File: config.mk
export PLATFORM = sky130hd
export DESIGN_NAME = bat_amateur_boot_arbiter
export DESIGN_NICKNAME = d
export VERILOG_FILES = /design/src/rtl/bat_amateur_pkg.sv /design/src/rtl/bat_amateur_wait_counter.sv /design/src/rtl/bat_amateur_boot_arbiter.sv
export SDC_FILE = /design/constraint.sdc
export NUM_CORES = 1
export LEC_CHECK = 0
export ABC_AREA = 1
export BUFFER_PORTS_ARGS = -buffer_cell sky130_fd_sc_hd__buf_4
export CORE_MARGIN = 4
export CORE_UTILIZATION = 29
export CTS_BUF_LIST = sky130_fd_sc_hd__clkbuf_16
export CTS_CLUSTER_SIZE = 30
export DETAILED_ROUTE_END_ITERATION = 12
export PLACE_DENSITY = 0.63
export SYNTH_ARGS = -nofsm -noshare
export SYNTH_HDL_FRONTEND = slang
export SYNTH_HIERARCHICAL = 1
export SYNTH_SLANG_ARGS = --single-unit
File: constraint.sdc
create_clock -name CLK -period 1.8 [get_ports CLK]
set_input_delay 0.36 -clock CLK [delete_from_list [all_inputs] [get_ports CLK]]
set_output_delay 0.36 -clock CLK [all_outputs]
set_load 0.005 [all_outputs]
File: src/rtl/bat_amateur_pkg.sv
// Shared types and constants for the BatAmateur boot sequencer.
package bat_amateur_pkg;

   localparam int DEFAULT_ADDRESS_WIDTH = 16;
   localparam int DEFAULT_DATA_WIDTH    = 16;
   localparam int WAIT_W                = 16;

   localparam logic RAM_WRITE = 1'b0;
   localparam logic RAM_READ  = 1'b1;

   typedef enum logic [1:0] {
      LOAD    = 2'd0,
      RELEASE = 2'd1,
      RUN     = 2'd2,
      STOP    = 2'd3
   } arb_state_e;

endpackage

File: src/rtl/bat_amateur_wait_counter.sv
// Loadable down-counter with a zero flag, used to time the turnaround and the CPU stop window.
// Latency: the loaded value is visible the cycle after load; the counter decrements once per cycle until it reaches zero.
// Backpressure: none; load takes priority over the decrement.
module bat_amateur_wait_counter #(
   parameter int WIDTH = 16
) (
   input  logic             clk,
   input  logic             reset,
   input  logic             load,
   input  logic [WIDTH-1:0] load_val,
   output logic             zero
);

   logic [WIDTH-1:0] cnt;

   always_ff @(posedge clk) begin
      if (reset) begin
         cnt <= '0;
      end else if (load) begin
         cnt <= load_val;
      end else if (cnt != '0) begin
         cnt <= cnt - 1'b1;
      end
   end

   assign zero = (cnt == '0);

endmodule

File: src/rtl/bat_amateur_boot_arbiter.sv
// Boot sequencer and RAM-port arbiter: the host loads RAM while the CPU is halted, then the CPU owns the port.
// Latency: host writes reach RAM one cycle after acceptance; the CPU path to RAM is combinational.
// Backpressure: HOST_READY is high only in LOAD; host words offered in any other state are left pending.
module bat_amateur_boot_arbiter
   import bat_amateur_pkg::*;
#(
   parameter int ADDRESS_WIDTH     = DEFAULT_ADDRESS_WIDTH,
   parameter int DATA_WIDTH        = DEFAULT_DATA_WIDTH,
   parameter int TURNAROUND_CYCLES = 1,
   parameter int STOP_WAIT_CYCLES  = 2
) (
   input  logic                     CLK,
   input  logic                     RESET,
   input  logic                     HOST_VALID,
   output logic                     HOST_READY,
   input  logic [ADDRESS_WIDTH-1:0] HOST_ADDR,
   input  logic [DATA_WIDTH-1:0]    HOST_DATA,
   input  logic                     HOST_LAST,
   input  logic                     HOST_LOAD_REQ,
   input  logic                     CPU_RAM_EN,
   input  logic                     CPU_RAM_RW,
   input  logic [ADDRESS_WIDTH-1:0] CPU_ADDR,
   input  logic [DATA_WIDTH-1:0]    CPU_WDATA,
   output logic                     RAM_EN,
   output logic                     RAM_RW,
   output logic [ADDRESS_WIDTH-1:0] RAM_ADDR,
   output logic [DATA_WIDTH-1:0]    RAM_WDATA,
   output logic                     HALT,
   output logic                     RUNNING,
   output logic [15:0]              LOAD_COUNT
);

   arb_state_e state, state_nxt;

   logic                     xfer;
   logic                     wait_load;
   logic [WAIT_W-1:0]        wait_val;
   logic                     wait_zero;
   logic                     wr_vld;
   logic [ADDRESS_WIDTH-1:0] wr_addr;
   logic [DATA_WIDTH-1:0]    wr_dat;
   logic [15:0]              load_count;

   assign xfer = (state == LOAD) && HOST_VALID;

   bat_amateur_wait_counter #(
      .WIDTH (WAIT_W)
   ) u_wait (
      .clk      (CLK),
      .reset    (RESET),
      .load     (wait_load),
      .load_val (wait_val),
      .zero     (wait_zero)
   );

   always_ff @(posedge CLK) begin
      if (RESET) begin
         state <= LOAD;
      end else begin
         state <= state_nxt;
      end
   end

   // RELEASE lasts one write cycle plus the turnaround; STOP lasts exactly the wait window.
   always_comb begin
      state_nxt = state;
      wait_load = 1'b0;
      wait_val  = '0;
      case (state)
         LOAD: begin
            if (xfer && HOST_LAST) begin
               state_nxt = RELEASE;
               wait_load = 1'b1;
               wait_val  = WAIT_W'(TURNAROUND_CYCLES);
            end
         end
         RELEASE: begin
            if (wait_zero) state_nxt = RUN;
         end
         RUN: begin
            if (HOST_LOAD_REQ) begin
               state_nxt = STOP;
               wait_load = 1'b1;
               wait_val  = WAIT_W'(STOP_WAIT_CYCLES - 1);
            end
         end
         STOP: begin
            if (wait_zero) state_nxt = LOAD;
         end
         default: state_nxt = LOAD;
      endcase
   end

   // Host write stage: one registered write per accepted word, dropped on reset.
   always_ff @(posedge CLK) begin
      if (RESET) begin
         wr_vld     <= 1'b0;
         wr_addr    <= '0;
         wr_dat     <= '0;
         load_count <= '0;
      end else begin
         wr_vld <= xfer;
         if (xfer) begin
            wr_addr <= HOST_ADDR;
            wr_dat  <= HOST_DATA;
            if (load_count != 16'hFFFF) load_count <= load_count + 16'd1;
         end
         if ((state == STOP) && wait_zero) load_count <= '0;
      end
   end

   always_comb begin
      HOST_READY = (state == LOAD);
      HALT       = (state != RUN);
      RUNNING    = (state == RUN);
      LOAD_COUNT = load_count;
      if (state == RUN) begin
         RAM_EN    = CPU_RAM_EN;
         RAM_RW    = CPU_RAM_RW;
         RAM_ADDR  = CPU_ADDR;
         RAM_WDATA = CPU_WDATA;
      end else begin
         RAM_EN    = wr_vld;
         RAM_RW    = wr_vld ? RAM_WRITE : RAM_READ;
         RAM_ADDR  = wr_addr;
         RAM_WDATA = wr_dat;
      end
   end

endmodule

==> impl_metrics.py <==
metrics = {
    "detailed_routing": {
        "dr.pass1.iters": 5,
        "totalWireLength_um": 10900,
        "drc": 0,
        "ant_nets": 0,
        "via_per_inst": 4.35,
        "drt_iter0_drc": 190,
        "vias": 4027,
        "wl_per_cell_um": 11.8,
    },
    "logic_synthesis": {
        "synthFlopType": "dfxtp_1",
        "syn_inst": 600,
        "ys_ff_latch": 67,
        "synth_edf_count": 0,
        "synthDistinctLibCells": 35,
        "async_flop_share": 0,
        "syn_area_mm2": 0.00379,
        "avgSynthCellArea_um2": 6.32,
        "ys_warn_count": 6,
        "ys_seq_area_frac": 0.354,
    },
    "critical_path": {
        "arrival_ps": 1410,
        "timing.critical_path.buf_inv": 4,
        "critPathKind": "reg -> out",
        "cp_slowest_cell": "dfxtp_2",
        "crit_fanout": 15,
        "crit_family": "buffers and inverters",
        "critPathMaxStageDelay_ps": 330,
        "crit_path_start_kind": "flop",
        "path_cells": "inv_2 -> ha_4 -> inv_4 -> buf_12 -> o21a_1 -> buf_6",
        "endpoint_kind": "output pin",
        "cp.required_ps": 1440,
    },
    "final_layout": {
        "finalInstanceArea_mm2": 0.00548,
        "final_common_cell": "nand2_1",
        "fin_nets": 825,
        "drive_above_1_share": 0.270,
        "area_growth_syn_to_layout_pct": 44.5,
        "layout_common_cells": "nand2_1 (200), buf_4 (141), nor2_1 (120)",
        "utilization": 0.431,
        "fillers": 1359,
        "insertedDiodeCount": 0,
    },
    "power_and_ir_drop": {
        "cellLeakagePower_nw": 2.68,
        "power_w": 0.00852,
        "ir_drop_uv": 510,
        "p_per_area_mw_per_mm2": 1560,
    },
    "placement": {
        "dp_hpwl_um": 7930,
        "gp_congestion": 0.801,
        "dpl_cell_area_mm2": 0.00503,
        "portBuffers": 123,
    },
    "grt": {
        "grt_overflow": 0,
        "gr-usage-all-layers": 0.142,
        "grt_antenna_before_repair": 0,
        "grt_pass1_wl_um": 17400,
        "grt_pass1_vias": 3728,
        "grt_max_degree": 35,
    },
    "floorplanning": {
        "core_area_mm2": 0.0127,
        "die_area_mm2": 0.0150,
        "start_util": 0.298,
        "io_pins": 124,
        "row_count": 41,
        "fp.dieW_um": 122,
        "die_h_um": 122,
    },
    "sta": {
        "rsz0062_at_grt": "yes",
        "max_freq_mhz": 566,
        "finalSetupViolations": 0,
        "hold_violations": 0,
        "report.final.slew_viol_count": 0,
        "skew_ps": 6.18,
        "fin_crit_sh": 0.981,
        "fin_crit_ps": 1770,
    },
    "clock_tree": {
        "cts_tree": "yes",
        "htreeDepth": 3,
        "cts_buffers": 9,
        "clockBufferDepth": 2,
        "cts_root_buf": "clkbuf_16",
        "clk_latency_ps": 330,
        "cts.sinks": 67,
        "cts.clk_slew.worst_paths_ps": 60,
        "cts_hold_buf": 0,
    },
    "run_status": {
        "status": "completed",
    },
    "worst_hold_path": {
        "hold_path_class": "in -> reg",
    },
    "run": {
        "max_cap_violations": 0,
    },
}
[metrics by stage]
stage | setup WS (ps) | setup TNS, ps | std cells | hold slack [ps]
floorplan | 30.3 | 0 | 614 | 429
global placement | 150 | 0 | 904 | 463
detailed placement | 151 | 0 | 904 | 471
CTS | 16.7 | 0 | 922 | 271
global route | -27.0 | -117 | 925 | 288
finish | 33.7 | 0 | 925 | 279
[kinds of logic after synthesis]
kind of cell / count (synthesis) / synth area share
buffers and inverters: 65 / 0.0693
AO/OA/AOI/OAI: 64 / 0.0891
AND/OR/NAND/NOR: 389 / 0.447
adder cells (fa/ha/maj): 6 / 0.0198
XOR/XNOR: 8 / 0.0205
other: 1 / 0.000989
flip-flops: 67 / 0.354
[repair_timing]
item / 4_1_cts / 5_1_grt
pin swaps: 0 / 1
endpoints found under the setup margin: 36 / 48
buffers inserted: 2 / 3
resized for setup: 8 / 14
[where the power goes]
part | switching (W) | internal, W | total (W)
Clock | 0.000664 | 0.00135 | 0.00201
Sequential | 0.000297 | 0.00186 | 0.00216
Combinational | 0.00244 | 0.00191 | 0.00435
[synth_stat cells (2+ instances only)]
library cell | number | share of area
nand4_1 | 7 | 0.012
o21ai_0 | 42 | 0.055
xor2_1 | 2 | 0.0046
buf_2 | 5 | 0.0066
nand3_1 | 24 | 0.032
nand3b_1 | 5 | 0.0099
nand2_2 | 5 | 0.0083
xnor2_1 | 5 | 0.012
inv_1 | 38 | 0.038
nor2_2 | 6 | 0.0099
nor3_2 | 2 | 0.0053
a21oi_2 | 2 | 0.0046
nor2_4 | 6 | 0.018
clkbuf_1 | 16 | 0.016
ha_1 | 6 | 0.020
dfxtp_1 | 67 | 0.35
nor3_1 | 4 | 0.0053
nand2_1 | 201 | 0.20
nand2_4 | 4 | 0.012
nor2_1 | 121 | 0.12
clkinv_1 | 2 | 0.0020
a21oi_1 | 16 | 0.021
nand3_2 | 2 | 0.0053
[final cells by class]
class                      instances  area (um2)  area share
multi-input combinational        482        2270       0.414
clock buffer                       9         225      0.0411
timing repair buffer             146        1150       0.210
sequential                        67        1340       0.245
clock inverter                     7         116      0.0212
inverter                          42         161      0.0295
tap                              172         215      0.0393
[sequential cells by signal, summed over array words and instances (netlist names)]
| register | count |
|---|---|
| LOAD_COUNT | 16 |
| state | 2 |
| u_wait/cnt | 16 |
| wr_addr | 16 |
| wr_dat | 16 |
| wr_vld | 1 |
[per-layer routing]
metal | vias to the layer above | wire (um) | GRT usage
li1 | 2158 | - | -
met5 | - | 0 | 0
met3 | 17 | 691 | 0.0378
met2 | 105 | 5060 | 0.228
met4 | 0 | 219 | 0.0413
met1 | 1747 | 4930 | 0.187
[worst reg2reg max path, stage by stage, from the launching register on]
cell	delay, ps
dfxtp_2	330
inv_2	70
buf_4	110
ha_2	210
nand2_2	80
buf_4	180
nor2_2	140
nand2_1	90
nor2_1	140
nand3_1	90
nand2_1	70
nor2_1	40
[path summary, 6_finish.rpt]
check	start	depth (start not counted)	end	slack, ps
worst max register to register	state[0]$_SDFFE_PP0P_	11	LOAD_COUNT[7]$_SDFFE_PP0P_	140
worst min register to register	wr_addr[2]$_SDFFE_PP0P_	2	wr_addr[2]$_SDFFE_PP0P_	480
worst min-delay path	HOST_ADDR[5]	3	wr_addr[5]$_SDFFE_PP0P_	280
worst max-delay path	state[0]$_SDFFE_PP0P_	6	RAM_RW	30
Power figures use the tool's default switching activity.
